===== config.mk =====
export PLATFORM = sky130hd
export DESIGN_NAME = pipeline_run_ctrl
export DESIGN_NICKNAME = d
export VERILOG_FILES = /design/src/rtl/pipeline_run_ctrl_pkg.sv /design/src/rtl/pipeline_throttle_gen.sv /design/src/rtl/pipeline_run_ctrl.sv
export SDC_FILE = /design/constraint.sdc
export NUM_CORES = 1
export LEC_CHECK = 0
export BUFFER_PORTS_ARGS = -buffer_cell sky130_fd_sc_hd__buf_2
export CAP_MARGIN = 40
export CELL_PAD_IN_SITES_DETAIL_PLACEMENT = 2
export CELL_PAD_IN_SITES_GLOBAL_PLACEMENT = 2
export CORE_MARGIN = 4
export CORE_UTILIZATION = 31
export CTS_BUF_LIST = sky130_fd_sc_hd__clkbuf_8
export CTS_CLUSTER_DIAMETER = 60
export DETAILED_ROUTE_END_ITERATION = 10
export PLACE_DENSITY = 0.89
export SLEW_MARGIN = 20
export SYNTH_ARGS = -nofsm -noshare
export SYNTH_HDL_FRONTEND = slang
export SYNTH_SLANG_ARGS = --single-unit

===== constraint.sdc =====
create_clock -name i_clock -period 4.2 [get_ports i_clock]
set_clock_uncertainty 0.15 [all_clocks]
set_input_delay 0.84 -clock i_clock [delete_from_list [all_inputs] [get_ports i_clock]]
set_output_delay 0.84 -clock i_clock [all_outputs]
set_load 0.05 [all_outputs]

===== src/rtl/pipeline_run_ctrl_pkg.sv =====
// Shared definitions for the pipeline run controller: state/mode codes and helpers.
// Benches import this package so that they use the same encodings as the RTL.
package pipeline_run_ctrl_pkg;

  localparam logic [1:0] ST_IDLE = 2'b00;
  localparam logic [1:0] ST_PRST = 2'b01;
  localparam logic [1:0] ST_RUN  = 2'b10;
  localparam logic [1:0] ST_HALT = 2'b11;

  localparam logic [1:0] MODE_RUN      = 2'b00;
  localparam logic [1:0] MODE_THROTTLE = 2'b01;
  localparam logic [1:0] MODE_STEP     = 2'b10;
  localparam logic [1:0] MODE_RSVD     = 2'b11;

  typedef enum logic [1:0] {
    S_IDLE = ST_IDLE,
    S_PRST = ST_PRST,
    S_RUN  = ST_RUN,
    S_HALT = ST_HALT
  } state_e;

  // The reserved mode code behaves exactly like RUN.
  function automatic logic [1:0] eff_mode(input logic [1:0] m);
    return (m == MODE_RSVD) ? MODE_RUN : m;
  endfunction

endpackage


===== src/rtl/pipeline_throttle_gen.sv =====
// Throttle phase generator: strobes once every div_i+1 enabled cycles, starting at phase 0.
// clr_i restarts the phase so that the current cycle is treated as phase 0.
module pipeline_throttle_gen #(
  parameter int NB = 4
) (
  input  logic          clk_i,
  input  logic          rst_i,
  input  logic          en_i,
  input  logic          clr_i,
  input  logic [NB-1:0] div_i,
  output logic          strobe_o
);

  logic [NB-1:0] phase_q, phase_d, cur;

  always_comb begin
    cur      = clr_i ? '0 : phase_q;
    strobe_o = en_i && (cur == '0);
    phase_d  = '0;
    if (en_i) phase_d = (cur >= div_i) ? '0 : cur + 1'b1;
  end

  always_ff @(posedge clk_i or posedge rst_i) begin
    if (rst_i) phase_q <= '0;
    else       phase_q <= phase_d;
  end

endmodule


===== src/rtl/pipeline_run_ctrl.sv =====
// Run controller for a pipeline under test: reset pulse, RUN/THROTTLE/STEP valid
// generation, valid-cycle counting, and halt on request or on a cycle limit.
module pipeline_run_ctrl
  import pipeline_run_ctrl_pkg::*;
#(
  parameter int NB_COUNT     = 32,
  parameter int RESET_CYCLES = 2,
  parameter int NB_THROTTLE  = 4
) (
  input  logic                   i_clock,
  input  logic                   i_reset,
  input  logic                   i_start,
  input  logic [1:0]             i_mode,
  input  logic [NB_THROTTLE-1:0] i_throttle,
  input  logic                   i_step,
  input  logic                   i_halt,
  input  logic [NB_COUNT-1:0]    i_max_cycles,
  output logic                   o_pipe_reset,
  output logic                   o_pipe_valid,
  output logic [NB_COUNT-1:0]    o_cycle_count,
  output logic [1:0]             o_state,
  output logic                   o_done
);

  state_e                 state_q;
  logic                   pipe_reset_q, pipe_valid_q, done_q, step_prev_q;
  logic [NB_COUNT-1:0]    cnt_q, cnt_d;
  logic [7:0]             prst_cnt_q;
  logic [1:0]             mode_q;
  logic [NB_THROTTLE-1:0] thr_q, tg_div;
  logic                   enter_run, halt_now, step_rise, tg_en, tg_clr, tg_strobe, run_valid;

  always_comb begin
    cnt_d     = (pipe_valid_q && !(&cnt_q)) ? cnt_q + 1'b1 : cnt_q;
    enter_run = (state_q == S_PRST) && (prst_cnt_q == '0);
    // The valid cycle that reaches the limit is counted before halting.
    halt_now  = (state_q == S_RUN) &&
                (i_halt || (pipe_valid_q && (i_max_cycles != '0) && (cnt_d >= i_max_cycles)));
    step_rise = i_step && !step_prev_q;
    tg_en     = enter_run || ((state_q == S_RUN) && !halt_now);
    tg_clr    = enter_run || (i_mode != mode_q) || (i_throttle != thr_q);
    tg_div    = (eff_mode(i_mode) == MODE_THROTTLE) ? i_throttle : '0;
    run_valid = (eff_mode(i_mode) == MODE_STEP) ? step_rise : tg_strobe;
  end

  pipeline_throttle_gen #(.NB(NB_THROTTLE)) u_throttle (
    .clk_i    (i_clock),
    .rst_i    (i_reset),
    .en_i     (tg_en),
    .clr_i    (tg_clr),
    .div_i    (tg_div),
    .strobe_o (tg_strobe)
  );

  always_ff @(posedge i_clock or posedge i_reset) begin
    if (i_reset) begin
      state_q      <= S_IDLE;
      pipe_reset_q <= 1'b0;
      pipe_valid_q <= 1'b0;
      done_q       <= 1'b0;
      cnt_q        <= '0;
      prst_cnt_q   <= '0;
      step_prev_q  <= 1'b0;
      mode_q       <= '0;
      thr_q        <= '0;
    end else begin
      step_prev_q <= i_step;
      mode_q      <= i_mode;
      thr_q       <= i_throttle;
      case (state_q)
        S_IDLE, S_HALT: begin
          if (i_start) begin
            state_q      <= S_PRST;
            pipe_reset_q <= 1'b1;
            pipe_valid_q <= 1'b0;
            done_q       <= 1'b0;
            cnt_q        <= '0;
            prst_cnt_q   <= 8'(RESET_CYCLES - 1);
          end
        end
        S_PRST: begin
          if (enter_run) begin
            state_q      <= S_RUN;
            pipe_reset_q <= 1'b0;
            pipe_valid_q <= run_valid;
          end else begin
            prst_cnt_q <= prst_cnt_q - 1'b1;
          end
        end
        S_RUN: begin
          cnt_q <= cnt_d;
          if (halt_now) begin
            state_q      <= S_HALT;
            pipe_valid_q <= 1'b0;
            done_q       <= 1'b1;
          end else begin
            pipe_valid_q <= run_valid;
          end
        end
        default: state_q <= S_IDLE;
      endcase
    end
  end

  assign o_pipe_reset  = pipe_reset_q;
  assign o_pipe_valid  = pipe_valid_q;
  assign o_cycle_count = cnt_q;
  assign o_state       = state_q;
  assign o_done        = done_q;

endmodule


-- After elaboration in Yosys (flattened, before gate mapping)
Cells that the tools add are included.
- register bits: 56
- bits of input ports: 43
- output and inout bits: 37
- word-level logic and storage cells: 81
- add/sub/neg operators: 3
- magnitude comparators: 2
- equal/unequal tests: 12
- mux-type cells: 25
- reduce and logical (&&, ||, !) cells: 29
- operators with widths (operator ; number):
    $mux W32 ; 2
    $pmux W32 S2 ; 1
    $add A32 B1 Y32 const B ; 1
    $ge A32 B32 Y1 ; 1
    $reduce_and A32 Y1 ; 1
    $reduce_bool A32 Y1 ; 1
    $mux W4 ; 4
    $mux W8 ; 2
    $pmux W8 S2 ; 1
    $reduce_and A3 Y1 ; 4
    $eq A2 B2 Y1 const B ; 4
    $logic_and A1 B1 Y1 ; 8
    $logic_not A8 Y1 ; 1
    $mux W2 ; 4
    $ne A2 B2 Y1 const B ; 4
    $sub A8 B1 Y8 const B ; 1
    $mux W1 ; 7
    $pmux W2 S3 ; 1
    $add A4 B1 Y4 const B ; 1
    $eq A2 B1 Y1 const B ; 2
    $ge A4 B4 Y1 ; 1
    $logic_not A4 Y1 ; 1
    $logic_or A1 B1 Y1 ; 4
    $ne A4 B4 Y1 ; 1
    8 further kinds ; 13

-- Longest topological paths before layout
Gate-level depths: netlist of the first run.
- word-level depth: 15
- depth in mapped cells: 17
- depth with buffers taken out: 14

-- Cells and area by module
From an unflattened synthesis of the first run, not the netlist that was laid out.
- cell total of the unflattened synthesis: 522
- area, all modules: 4545.6 µm²
- modules (own cells, without submodules) (module ; instances ; cells each ; area each (µm²) ; sequential area each (µm²)):
    pipeline_run_ctrl ; 1 ; 483 ; 4176.5 ; 1301.2
    pipeline_throttle_gen ; 1 ; 39 ; 369.1 ; 100.1

-- Worst setup path after synthesis of the first run
No wires, ideal clock.
- path kind: reg2reg
- start point: register cnt_q[20] (netlist: o_cycle_count[20])
- end point: register state_q[0] (netlist: o_state[0])
- setup time: 79 ps
- arrival time: 4412 ps
- data required time: 3971 ps
- setup slack: -442 ps
- stages on the path, launching flop included: 17
- buffers on the path: 2
- period minus slack after synthesis: 4642 ps
- path through: dfrtp_1 -> buf_4 -> nand3_1 -> or4_1 -> o41ai_2 -> nor3_1 -> clkbuf_1 -> nand3_1 -> xnor2_1 -> ha_1 -> nand4_1 -> or4_1 -> o32a_1 -> a211oi_1 -> nor3_1 -> a21oi_1 -> mux2i_1
- word-level cells in the longest chain between the ends: 10
- elaborated cells between the ends (all ways): 11
- those cells by class: 1 x add/sub; 1 x order compare; 1 x eq/ne; 1 x mux; 7 x reduce/logical
- RTL lines (item ; RTL line ; source):
    start: declaration ; pipeline_run_ctrl.sv:27 ; logic [NB_COUNT-1:0] cnt_q, cnt_d;
    start signal: assignment ; pipeline_run_ctrl.sv:91 ; cnt_q <= cnt_d;
    parallel branches: the longest is 3 deep, another holds $add A32 B1 Y32 ; -- ;
    $mux W32 (*) ; pipeline_run_ctrl.sv:34 ; cnt_d = (pipe_valid_q && !(&cnt_q)) ? cnt_q + 1'b1 : cnt_q;
    $ge A32 B32 Y1 (*) ; pipeline_run_ctrl.sv:38 ; (i_halt || (pipe_valid_q && (i_max_cycles != '0) && (cnt_d >= i_max_cycles)));
    $logic_and A1 B1 Y1 (*) ; pipeline_run_ctrl.sv:38 ;
    $logic_or A1 B1 Y1 (*) ; pipeline_run_ctrl.sv:38 ;
    $logic_and A1 B1 Y1 (*) ; pipeline_run_ctrl.sv:37 ; halt_now = (state_q == S_RUN) &&
    $ne A2 B2 Y1 (no source line) (*) ; -- ;
    $reduce_and A3 Y1 (no source line) (*) ; -- ;
    end signal: assignment ; pipeline_run_ctrl.sv:57 ; state_q <= S_IDLE;
    end signal: assignment ; pipeline_run_ctrl.sv:73 ; state_q <= S_PRST;
    end signal: assignment ; pipeline_run_ctrl.sv:83 ; state_q <= S_RUN;
    end: declaration ; pipeline_run_ctrl.sv:25 ; state_e state_q;
Every way passes the cells marked *.
A chain may end at the register's enable or synchronous reset.

-- Final worst setup path of the first run
- start point: register cnt_q[13] (netlist: o_cycle_count[13])
- end point: register u_throttle.phase_q[2]
- word-level cells in the longest chain between the ends: 12
- elaborated cells between the ends (all ways): 13
- those cells by class: 1 x add/sub; 1 x order compare; 2 x mux; 9 x reduce/logical
- RTL lines (item ; RTL line ; source):
    parallel branches: the longest is 3 deep, another holds $add A32 B1 Y32 ; -- ;
    $mux W32 (*) ; pipeline_run_ctrl.sv:34 ;
    $ge A32 B32 Y1 (*) ; pipeline_run_ctrl.sv:38 ;
    $logic_and A1 B1 Y1 (*) ; pipeline_run_ctrl.sv:38 ;
    $logic_or A1 B1 Y1 (*) ; pipeline_run_ctrl.sv:38 ;
    $logic_and A1 B1 Y1 (*) ; pipeline_run_ctrl.sv:37 ;
    $logic_not A1 Y1 (*) ; pipeline_run_ctrl.sv:40 ; tg_en = enter_run || ((state_q == S_RUN) && !halt_now);
    $logic_and A1 B1 Y1 (*) ; pipeline_run_ctrl.sv:40 ;
    $logic_or A1 B1 Y1 (*) ; pipeline_run_ctrl.sv:40 ;
    $mux W4 (*) ; pipeline_throttle_gen.sv:20 ; if (en_i) phase_d = (cur >= div_i) ? '0 : cur + 1'b1;
    net u_throttle.phase_d[2] ; pipeline_throttle_gen.sv:14 ; logic [NB-1:0] phase_q, phase_d, cur;
    end signal: assignment ; pipeline_throttle_gen.sv:25 ; else phase_q <= phase_d;
    end: declaration ; pipeline_throttle_gen.sv:14 ;
Mark *: on every way through the listed nets, which the timed path passes.

==> results.md, run 1 <==
* Status: finished with violations
* Failing checks: negative setup slack
* Synth Area in Compound Gates at 0.1786
* Final WL at 20.23 mm
* Area grow syn2layout at 32.03%
* Crit. End Element: register
* Core area at 13,830 um^2
* Die H at 126.5 um
* Crit start category: register
* Vias per std cell at 5.696
* Synth Area in XOR/XNOR at 0.08856
* CP bufs+invs at 2
* Synthesized cell area at 4352 um^2
* Final RePlAce weighted congestion at 0.8213
* Pleak at 2.845 nW
* Most frequent cell after synthesis: nand2_1
* Initial DRC Count at 244
* CTS tree: done
* DRC errors left at 0
* Die width at 126.5 um
* Crit path arrival time at 4380 ps
* Final Power at 2.008 mW
* Final Setup Violations at 6
* Post-synthesis sequential area ratio at 0.3220
* Crit path depth at 16
* Final core utilization at 0.4155
* Area contributors post-synth: dfrtp_1 32%, ha_1 12%, xnor2_1 6.0%, nand2_1 5.6%, o21ai_0 4.1%
* GRT Overall Usage at 0.2157
* Top_reg_cell synth: dfrtp_1
* Post-synthesis mux area share at 0.004600
* Full die area at 16,000 um^2
* Met3 WL at 1.067 mm
* Worst R2R Path Depth at 16
* Slew HR at 0.4415
* Worst path max stage delay at 590 ps
* Yosys top cell by area: dfrtp_1
* Switching pwr at 933.9 uW
* Pwr Density at 349.5 nW/um^2
* Worst EP required at 4270 ps
* Initial Util at 0.3147
* Hold Buf Count CTS at 0
* Reg power frac at 0.325
* GRT overflow at 0
* Largest net degree at the start of global routing at 36
* Hold WC Path Type: primary input to async pin
* CTS Sinks at 56
* Syn_area_per_cell at 8.369 um^2
* Number of top-level pins at 80
* Clock root cell: clkbuf_8
* Cell count after synthesis at 520
* Combinational Power Share at 0.489
* Final #Nets at 745
* Routed length per instance at 24.08 um
* Netlist cell types at 54
* Sum Neg Setup Slack at -445.9 ps
* Reg2Reg Launch Point: o_cycle_count[13]
* Max cap viols at 0
* #FFs+latches synth at 56
* Post-synth top area share at 0.3220
* Port buffer count at 79
* Vias at 4,785
* Worst skew pair latency at 330 ps
* Setup CP Type: register to register
* H-tree depth at 2
* Worst setup startpoint: o_cycle_count[13]
* CTS Buf Count at 5
* Worst-path cell chain: nand4_1 -> or4_4 -> o41ai_4 -> nor3_4 -> nand3_2 -> xnor2_2 -> ha_1 -> nand4_1 -> or4_1 -> o32a_1 -> a211oi_2 -> nor3_2 -> buf_4 -> buf_4 -> a21oi_2 -> nor3b_2
* Pint at 1.074 mW
* Largest family of logic cells by synthesized area: simple AND/OR/NAND/NOR gates
* Final WS setup at -115.5 ps
* Hold Fails Final Rpt at 0
* Crit path max fanout at 8
* First-pass detailed-route iteration total at 4
* Switching part of the total power at 0.4651
* M1 wire length at 8.189 mm
* VDD IR max at 0.0003618 V
* DRT antenna net count at 0
* CP top delay family: simple AND/OR/NAND/NOR gates
* Async S/R FF share, synth at 1.000
* Synthesized-area fraction occupied by adder cells at 0.1236
* Slowest CP cell: or4_4
* Least-Margin Pin Slew at 830.1 ps
* Slew Limit Fails at 0
* CTS clock-pin slew for the worst setup and hold paths at 120 ps
* Clk network pwr share at 0.186
* Fin crit period at 4316 ps
* Row cnt at 43
* Top layer reached by signal wires: met5
* Syn. warnings at 0
* Synth top cells by count: 65 x nand2_1, 56 x dfrtp_1, 47 x inv_1
* Post-Syn Nets at 606
* Initial antenna violation count at 2
* DR WL met2 at 10.28 mm
* Post-synth EDFFs at 0
* RSZ-0062 raised after global routing: true
* Fmax achieved at 231.7 MHz
* Antenna cells at 0
* Layout cell share with drive strength beyond 1 at 0.3318
* Synth Area in Simple Gates at 0.2220
* First-pass GRT wire length at 27.85 mm
* CTS Buffer Depth at 2
* Period utilization at 1.028
* Vias in the first global route at 5,080
* Detailed-placement wirelength estimate at 13.73 mm
## metal layers
metal,up-vias,GRT usage
li1,2130,-
met1,2461,0.2644
met2,142,0.3954
met3,48,0.03411
met4,4,0.05047
met5,-,0
## layout by cell type, fill, tap and decap left out, types with 3 or more instances in the layout
| cell | synthesis | layout |
|---|---|---|
| a21oi_1 | 35 | 32 |
| a31oi_1 | 23 | 23 |
| and2_1 | 6 | 6 |
| and3_1 | 10 | 9 |
| buf_2 | 0 | 79 |
| buf_4 | 3 | 68 |
| clkbuf_8 | 0 | 5 |
| dfrtp_1 | 56 | 36 |
| dfrtp_2 | 0 | 20 |
| ha_1 | 43 | 43 |
| inv_1 | 47 | 47 |
| nand2_1 | 65 | 60 |
| nand2_2 | 0 | 5 |
| nand2b_1 | 7 | 7 |
| nand3_1 | 11 | 10 |
| nand4_1 | 15 | 15 |
| nor2_1 | 26 | 25 |
| nor2b_1 | 3 | 3 |
| nor3_1 | 6 | 4 |
| nor4_1 | 12 | 11 |
| o21a_1 | 4 | 4 |
| o21ai_0 | 36 | 34 |
| o31ai_1 | 8 | 8 |
| or3_1 | 4 | 4 |
| xnor2_1 | 30 | 24 |
| xnor2_2 | 0 | 6 |
| xor2_1 | 14 | 14 |
## sequential cells by signal (all words and copies together) (netlist names)
register / cells
mode_q: 2
o_cycle_count: 32
o_done: 1
o_pipe_reset: 1
o_pipe_valid: 1
o_state: 2
prst_cnt_q: 8
step_prev_q: 1
thr_q: 4
u_throttle.phase_q: 4
## power by group through the flow
stage               clock, mW  sequential, mW  combinational, mW
finish                  0.374           0.652              0.982
CTS                     0.381           0.652              0.932
detailed placement          0           0.662              0.910
floorplan                   0           0.726              0.516
global placement            0           0.656              0.808
global route            0.403           0.661               1.07
## cells by family after synthesis
family          count (synthesis)
compound gates                127
xor+xnor                       44
fa+ha+maj                      43
buf+inv                        65
flops                          56
mux                             2
simple gates                  183
## metrics by stage
step	cells	cell area [um^2]	hold WS (ps)	worst slack, ps
floorplan	520	4464	346.2	-12.44
global placement	810	5325	370.0	133.2
detailed placement	813	5379	390.9	-76.79
CTS	823	5524	375.3	-37.99
global route	840	5746	386.0	-244.8
finish	840	5746	368.0	-115.5
## layout make-up
class                           instances  area [um^2]
Clock buffer                            5        68.82
Clock inverter                          3        38.79
Fill cell                            1506         8082
Inverter                               47        176.4
Multi-Input combinational cell        399         2850
Sequential cell                        56         1426
Tap cell                              180        225.2
Timing Repair Buffer                  150        959.7
## path summary, 6_finish.rpt
path,end,slack [ps]
min reg2reg,prst_cnt_q[7],410
max,u_throttle.phase_q[2],-120
min,u_throttle.phase_q[3],370
max reg2reg,u_throttle.phase_q[2],-120
max in group asynchronous,o_cycle_count[7],2810
min in group i_clock,prst_cnt_q[7],410
## timing repair
item,4_1_cts,5_1_grt
endpoints found under the setup margin,5,8
buffers inserted,2,17
pin swaps,2,13
resized for setup,5,20
Power figures use the tool's default switching activity.
==> run 2, diff against run 1 <==
- CORE_MARGIN: 4 -> unset
- CORE_UTILIZATION: 31 -> 30
- CTS_BUF_LIST: sky130_fd_sc_hd__clkbuf_8 -> unset
- PLACE_DENSITY: 0.89 -> 0.87
- SETUP_SLACK_MARGIN: unset -> 0.2
==> run 2 against run 1 <==
Net effect:
- global-route usage is 5.7 points higher
- worst setup slack improved by 89 ps
- register-to-register slack better by 90 ps
- critical path depth is the same
- count of clock-buffer cells in the layout increased by 1
- worst hold slack improved by 52 ps
- sequential power is essentially flat
- sequential share of layout area shrank 0.48 points
- the run still ends with negative setup slack left
- first-iteration DRC count decreased by 28%
- combinational power is 4% higher
==> results.md, run 2 (synthesis results as in run 1) <==
* Reg2Reg Launch Point: o_cycle_count[25]
* Crit path arrival time at 4300 ps
* Row cnt at 43
* First-pass GRT wire length at 30.59 mm
* Worst skew pair latency at 310 ps
* Leading cell type in the layout, fill and taps excluded: buf_2
* Die width at 122.4 um
* Met3 WL at 860 um
* RSZ-0062 raised after global routing: true
* Sum Neg Setup Slack at -82.96 ps
* Crit path max fanout at 10
* Setup CP Type: register to register
* CTS Sinks at 56
* Fin crit period at 4227 ps
* Hold WC Path Type: primary input to async pin
* Pleak at 2.869 nW
* Fmax achieved at 236.6 MHz
* VDD IR max at 0.0003172 V
* GRT overflow at 0
* FF-to-FF End: u_throttle.phase_q[0]
* Worst R2R Path Depth at 16
* CTS clock-pin slew for the worst setup and hold paths at 80 ps
* Initial DRC Count at 176
* Slew Limit Fails at 0
* R2R Setup Slk at -30 ps
* Area grow syn2layout at 34.73%
* Port buffer count at 79
* Core area at 14,040 um^2
* Full die area at 14,990 um^2
* Die H at 122.4 um
* First-pass detailed-route iteration total at 4
* Final Setup Violations at 6
* Crit. End Element: register
* Vias in the first global route at 5,390
* GRT Overall Usage at 0.2724
* Final WS setup at -26.62 ps
* Detailed-placement wirelength estimate at 13.53 mm
* Max cap viols at 0
* Period utilization at 1.006
* CTS tree: done
* Layout cell share with drive strength beyond 1 at 0.3398
* Hold Buf Count CTS at 0
* DRC errors left at 0
* Placed cell area at 5371 um^2
* Worst EP required at 4280 ps
* Final #Nets at 750
* Commonest non-fill, non-tap cells in the layout: 79 x buf_2, 71 x buf_4, 62 x nand2_1
* Routed length per instance at 23.63 um
* H-tree depth at 2
* Vias at 4,675
* Antenna cells at 0
* Max reg flops at 32
* CTS Buf Count at 5
* Slew HR at 0.6290
* Least-Margin Pin Slew at 555.7 ps
* CTS Buffer Depth at 2
* Top layer reached by signal wires: met5
* Crit start category: register
* Final RePlAce weighted congestion at 0.8109
* DR WL met2 at 10.50 mm
* Final WL at 19.96 mm
* Setup Slack @ Placement at -149.8 ps
* Number of top-level pins at 80
* Initial Util at 0.3099
* Failing checks: negative setup slack
* Hold Fails Final Rpt at 0
* Status: finished with violations
* M1 wire length at 8.009 mm
* Post-route cell area at 5863 um^2
* Vias per std cell at 5.533
* Clock root cell: clkbuf_16
* DRT antenna net count at 0
* Pwr Density at 371.0 nW/um^2
* Largest net degree at the start of global routing at 36
* Initial antenna violation count at 1
-- run 2: per-layer routing --
layer / vias up / GRT usage
li1: 2142 / -
met1: 2371 / 0.3033
met2: 111 / 0.5105
met3: 49 / 0.04600
met4: 2 / 0.1052
met5: - / 0
-- run 2: power breakdown --
| part | internal, mW | total (mW) | leakage, nW | switching, mW |
|---|---|---|---|---|
| combinational | 0.317 | 1.02 | 2.08 | 0.705 |
| sequential | 0.597 | 0.653 | 0.710 | 0.0564 |
| clock | 0.282 | 0.501 | 0.0808 | 0.219 |
-- run 2: repair_timing --
action,in CTS,in global routing
endpoints found under the setup margin,8,8
pin swaps,13,7
gates resized for setup,20,10
setup buffers,15,8
-- run 2: area by class of cell --
cell class | instances | area [um^2]
Clock buffer | 6 | 128.9
Fill cell | 1561 | 8179
Timing Repair Buffer | 155 | 991.0
Multi-Input combinational cell | 399 | 2879
Sequential cell | 56 | 1428
Inverter | 47 | 176.4
Tap cell | 180 | 225.2
Clock inverter | 2 | 35.03
-- run 2: worst max-delay path by stage --
stage / from / to / slack [ps] / cells past startpoint
after global placement: o_cycle_count[20] / o_state[1] / 140 / 14
final: o_cycle_count[25] / u_throttle.phase_q[0] / -30 / 16
after global routing: o_cycle_count[25] / u_throttle.phase_q[0] / -170 / 19
after CTS: o_cycle_count[4] / o_state[1] / 80 / 14
after floorplan: o_cycle_count[3] / o_state[1] / -10 / 16
after detailed placement: o_cycle_count[21] / o_state[1] / -150 / 15
-- run 2: critical path, cell delays in order, from the launching register on --
cell and delay (ps):
dfrtp_2 380, nand3_2 100, or4_4 590, o41a_1 490, and4_4 280, nand4_4 130
xnor2_1 200, ha_1 330, nand4_1 150, buf_4 150, nor2_1 40, a22oi_1 250
a21oi_1 120, nor3_2 190, buf_6 170, nand3_1 200, o21ai_2 220
-- run 2: metrics by stage --
step | hold WS, ps | utilization | total power, mW | std cells
4_1_cts | 411.9 | 0.4101 | 2.133 | 836
3_3_place_gp | 372.2 | 0.3792 | 1.463 | 810
2_1_floorplan | 346.2 | - | 1.242 | 520
3_5_place_dp | 384.7 | 0.3825 | 1.577 | 813
6_report | 420.5 | 0.4175 | 2.175 | 845
5_1_grt | 446.3 | 0.4175 | 2.292 | 845
